[src/rtl/lfsr_pkg.sv]
// Shared types and defaults for the LFSR block scheduler and its one-step lfsr stage.
package lfsr_pkg;

  localparam int WIDTH_DEF = 16;
  localparam int POLY_DEF  = 8;

  typedef enum logic [1:0] {
    ST_IDLE = 2'd0,
    ST_RUN  = 2'd1,
    ST_DONE = 2'd2
  } state_t;

  // Galois right-shift feedback masks for maximal-length polynomials.
  function automatic logic [63:0] taps_for(input int w);
    case (w)
      8:       taps_for = 64'hB8;
      16:      taps_for = 64'hB400;
      24:      taps_for = 64'hD8_0000;
      32:      taps_for = 64'h8020_0003;
      64:      taps_for = 64'hD800_0000_0000_0000;
      default: taps_for = (64'd1 << (w - 1)) | 64'd1;
    endcase
  endfunction

endpackage

[src/rtl/lfsr.sv]
// One combinational Galois LFSR step: shift right, fold feedback taps in when bit 0 was set.
module lfsr
  import lfsr_pkg::*;
#(
  parameter int WIDTH = WIDTH_DEF
) (
  input  logic [WIDTH-1:0] state,
  output logic [WIDTH-1:0] next_state
);

  localparam logic [63:0]      TAPS_ALL = taps_for(WIDTH);
  localparam logic [WIDTH-1:0] TAPS     = TAPS_ALL[WIDTH-1:0];

  assign next_state = (state >> 1) ^ (state[0] ? TAPS : '0);

endmodule

[src/rtl/lfsr_sched.sv]
// Emits `count` blocks of POLY consecutive LFSR states with valid/ready handshake.
// Optional LFSR_SCHED_LOCKUP_EN: zero seed is replaced by all ones and flagged on lockup_err.
//
// state   | meaning
// IDLE    | waiting for start
// RUN     | presenting blocks, advancing POLY steps per transfer
// DONE    | one-cycle done pulse, then back to IDLE
module lfsr_sched
  import lfsr_pkg::*;
#(
  parameter int WIDTH = WIDTH_DEF,
  parameter int POLY  = POLY_DEF,
  parameter int CNTW  = 16
) (
  input  logic                  clk,
  input  logic                  reset_n,
  input  logic                  start,
  input  logic [WIDTH-1:0]      seed,
  input  logic [CNTW-1:0]       count,
  input  logic                  abort,
  input  logic                  out_ready,
  output logic                  out_valid,
  output logic [POLY*WIDTH-1:0] out_data,
  output logic                  out_last,
  output logic                  busy,
  output logic                  done,
  output logic                  lockup_err
);

  state_t           state;
  logic [WIDTH-1:0] s;
  logic [CNTW-1:0]  blocks_left;
  logic [WIDTH-1:0] lane [POLY+1];
  logic [WIDTH-1:0] seed_load;
  logic             xfer;
  logic             last_blk;

  assign lane[0] = s;

  for (genvar g = 0; g < POLY; g++) begin : g_chain
    lfsr #(.WIDTH(WIDTH)) u_step (
      .state      (lane[g]),
      .next_state (lane[g+1])
    );
    assign out_data[g*WIDTH +: WIDTH] = lane[g];
  end

  assign last_blk = (blocks_left == CNTW'(1));
  assign xfer     = out_valid && out_ready;
  assign out_last = out_valid && last_blk;

`ifdef LFSR_SCHED_LOCKUP_EN
  logic seed_zero;
  assign seed_zero = (seed == '0);
  assign seed_load = seed_zero ? '1 : seed;

  always_ff @(posedge clk or negedge reset_n) begin
    if (!reset_n) begin
      lockup_err <= 1'b0;
    end else if (state == ST_IDLE && start && seed_zero) begin
      lockup_err <= 1'b1;
    end
  end
`else
  assign seed_load  = seed;
  assign lockup_err = 1'b0;
`endif

  always_ff @(posedge clk or negedge reset_n) begin
    if (!reset_n) begin
      state       <= ST_IDLE;
      s           <= '1;
      blocks_left <= '0;
      out_valid   <= 1'b0;
      busy        <= 1'b0;
      done        <= 1'b0;
    end else begin
      case (state)
        ST_IDLE: begin
          if (start) begin
            s           <= seed_load;
            blocks_left <= count;
            busy        <= 1'b1;
            if (count != '0) begin
              state     <= ST_RUN;
              out_valid <= 1'b1;
            end else begin
              state <= ST_DONE;
              done  <= 1'b1;
            end
          end
        end
        ST_RUN: begin
          if (xfer) begin
            s <= lane[POLY];
            if (blocks_left != '0) blocks_left <= blocks_left - CNTW'(1);
          end
          // abort wins over further blocks, but a same-cycle transfer is still consumed
          if ((xfer && last_blk) || abort) begin
            state     <= ST_DONE;
            out_valid <= 1'b0;
            done      <= 1'b1;
          end
        end
        ST_DONE: begin
          state <= ST_IDLE;
          done  <= 1'b0;
          busy  <= 1'b0;
        end
        default: begin
          state     <= ST_IDLE;
          out_valid <= 1'b0;
          done      <= 1'b0;
          busy      <= 1'b0;
        end
      endcase
    end
  end

endmodule

[config.mk]
export PLATFORM = sky130hd
export DESIGN_NAME = lfsr_sched
export DESIGN_NICKNAME = d
export VERILOG_FILES = /design/src/rtl/lfsr_pkg.sv /design/src/rtl/lfsr.sv /design/src/rtl/lfsr_sched.sv
export SDC_FILE = /design/constraint.sdc
export NUM_CORES = 1
export LEC_CHECK = 0
export BUFFER_PORTS_ARGS = -buffer_cell sky130_fd_sc_hd__buf_2
export CAP_MARGIN = 25
export CORE_MARGIN = 3
export CORE_UTILIZATION = 30
export DETAILED_ROUTE_END_ITERATION = 12
export GPL_TIMING_DRIVEN = 0
export PLACE_DENSITY = 0.55
export SETUP_SLACK_MARGIN = 0.2
export SLEW_MARGIN = 15
export SYNTH_ARGS = -nofsm -noshare
export SYNTH_HDL_FRONTEND = slang
export SYNTH_SLANG_ARGS = --single-unit
[constraint.sdc]
create_clock -name clk -period 3.5 [get_ports clk]
set_input_delay 0.35 -clock clk [delete_from_list [all_inputs] [get_ports clk]]
set_output_delay 0.35 -clock clk [all_outputs]
set_load 0.05 [all_outputs]
==> results.yml <==
placement:
  gp_congestion: 0.857
  port_buffers: 168
  hpwl_um: 7890
synth:
  synthTopCellsByArea: "buf_4 (22%), dfrtp_1 (17%), dfstp_2 (13%), mux2i_1 (5.0%), xnor2_1 (3.9%)"
  yosys-top-cells-count: "buf_4 (95), nand2_1 (25), dfrtp_1 (21)"
  synth_top_area_cell: "buf_4"
  synth_area_um2: 3170
  async_reset_ff_share_pct: 100
  yosysMostFrequentCell: "buf_4"
  synth-seq-cells: 37
  syn_inst: 357
  yosysUniqueCellTypes: 55
  ys_warn_count: 0
  synth-edff-count: 0
  synth.top_cell.area_share_pct: 22.5
  syn_nets: 396
  ys.flop_type: "dfrtp_1"
  synth_sequential_area_ratio_pct: 29.8
  synth_area_per_cell_um2: 8.89
clock_network:
  postCtsHoldBufs: 0
  post_cts_buffers: 0
  cts_tree: "built"
  root_buffer: "clkbuf_8"
  clk_latency_ns: 0.29
  clock_path_buffers: 2
  numCtsBuffers: 5
  path_clk_slew_ns: 0.08
  clock_sinks: 37
  htree_levels: 2
  cts_resized: 0
outcome:
  status: "completed"
sta:
  tns_ns: 0
  skew_ns: 0.0108
  tightest_slew_ns: 0.853
  post-route-period-util_pct: 71.1
  slew_violations: 0
  fin_crit_ns: 2.49
  timing.fmax_mhz: 402
  setup_violations: 0
  hold_viol_final: 0
  slew-limit-headroom_pct: 43.1
  rsz0062_at_grt: "no"
drt:
  first_iter_violations: 167
  firstDrtPassIters: 4
  maxUsedRoutingLayer: "met4"
  dr_wl_met3_um: 768
  vias_per_cell: 4.54
  drt-total-wl_um: 9850
  vias: 3026
  routedWlPerCell_um: 14.8
  ant_nets: 0
  met1_length_um: 4100
  wl_met2_um: 4850
  drc: 0
floorplan:
  die_area_um2: 11900
  io_pins: 170
  dieWidth_um: 109
  core_um2: 10000
  die_h_um: 109
  row_count: 36
  start_util_pct: 31.6
critical_path:
  crit_fanout: 6
  crit_type: "flop to output pin"
  reg2reg_slack_ns: 1.59
  required_ns: 3.15
  reg2reg_depth: 7
  worst_ep_arrival_time_ns: 2.14
  r2r-end: "blocks_left[3]"
  crit_path_end_kind: "output pin"
  rr_startpoint: "blocks_left[0]"
  startpoint_type: "flop"
global_route:
  grt_max_degree: 38
  grt_antenna_before_repair: 0
  overflow: 0
  grt.total_usage_pct: 16.0
  grt_pass1_wl_um: 15100
  grt_pass1_vias: 2892
layout:
  n_antenna_cell: 0
  syn_to_final_growth_pct: 34.7
  drive_above_1_share_pct: 58.7
  fillers: 1033
  layout.nets: 571
worst_hold_path:
  hp-class: "primary input to asynchronous set/reset pin"
run:
  cap_viol_max_count: 0
-- worst max-delay path by stage --
stage                     start             to  slack [ns]  cells after the start
after floorplan            s[1]  out_data[107]        0.38                      4
after global placement     s[0]   out_data[73]        1.30                      5
after detailed placement   s[0]   out_data[88]        1.29                      5
after CTS                  s[0]   out_data[88]        0.97                      5
after global routing       s[0]  out_data[118]        0.84                      5
final                      s[0]   out_data[88]        1.01                      5
-- placed cells by master, fill, tap and decap left out, types with 2 or more instances in the layout --
master,n
buf_6,2
mux2i_1,16
o31a_1,2
dfstp_2,16
ha_1,2
buf_4,95
a22oi_1,4
nor2_1,13
inv_1,12
xnor2_1,14
nor4_4,2
buf_2,178
nand2_1,25
xor2_2,2
nand2b_1,2
a41oi_1,4
o21ai_1,11
a2bb2oi_1,7
o22ai_1,9
nand4_1,2
dfrtp_1,21
a211oi_1,6
a221oi_2,2
nor3b_1,2
clkbuf_1,4
xor2_1,8
a21oi_1,7
nor4_1,5
nor3_1,4
a31oi_1,2
and3_2,2
clkbuf_8,5
nand3_1,5
o21ai_0,17
clkinv_2,2
-- kinds of logic (layout without fill, tap and decap cells) --
family | Yosys count | after routing | share of synthesized area, %
fa+ha+maj | 2 | 2 | 0.788
xor+xnor | 24 | 24 | 6.86
other cells | 1 | 1 | 0.118
compound gates | 81 | 81 | 17.8
simple gates | 73 | 73 | 13.0
mux | 16 | 16 | 5.05
flops | 37 | 37 | 29.8
buf+inv | 123 | 299 | 26.6
-- routing by layer --
layer	vias to the layer above	GRT usage, %
met5	-	0
met4	0	2.98
met3	10	3.26
met2	134	28.6
met1	1388	19.9
li1	1494	-
-- stage by stage --
stage,worst slack (ns),utilization [%],area (um^2),hold WS [ns],instances
6_report,1.01,42.6,4280,0.162,666
5_1_grt,0.836,42.6,4280,0.241,666
4_1_cts,0.965,42.6,4280,0.196,666
3_5_place_dp,1.29,41.7,4190,0.476,658
3_3_place_gp,1.30,41.7,4190,0.467,658
2_1_floorplan,0.383,-,3180,0.0544,357
-- worst max-delay path, cell delays in order (launching register included) --
cell and delay, ns:
dfstp_2 0.56, buf_2 0.19, xnor2_1 0.16, xnor2_1 0.48
buf_4 0.20, buf_2 0.25
-- sequential cells by signal, indices dropped and copies added (netlist names) --
| signal | cells |
|---|---|
| blocks_left | 16 |
| s | 16 |
| state | 2 |
| busy | 1 |
| done | 1 |
| out_valid | 1 |
-- layout make-up --
class,count,area [um^2],share of cell area (%)
Tap cell,133,166,3.89
Timing Repair Buffer,168,841,19.7
Sequential cell,37,946,22.1
Clock inverter,3,17.5,0.410
Multi-Input combinational cell,197,1390,32.5
Inverter,12,45.0,1.05
Buffer,111,801,18.7
Clock buffer,5,68.8,1.61
Power is left out: the tool's default activity adds up to more than one toggle a clock period on the data nets, which glitch-free logic cannot reach.
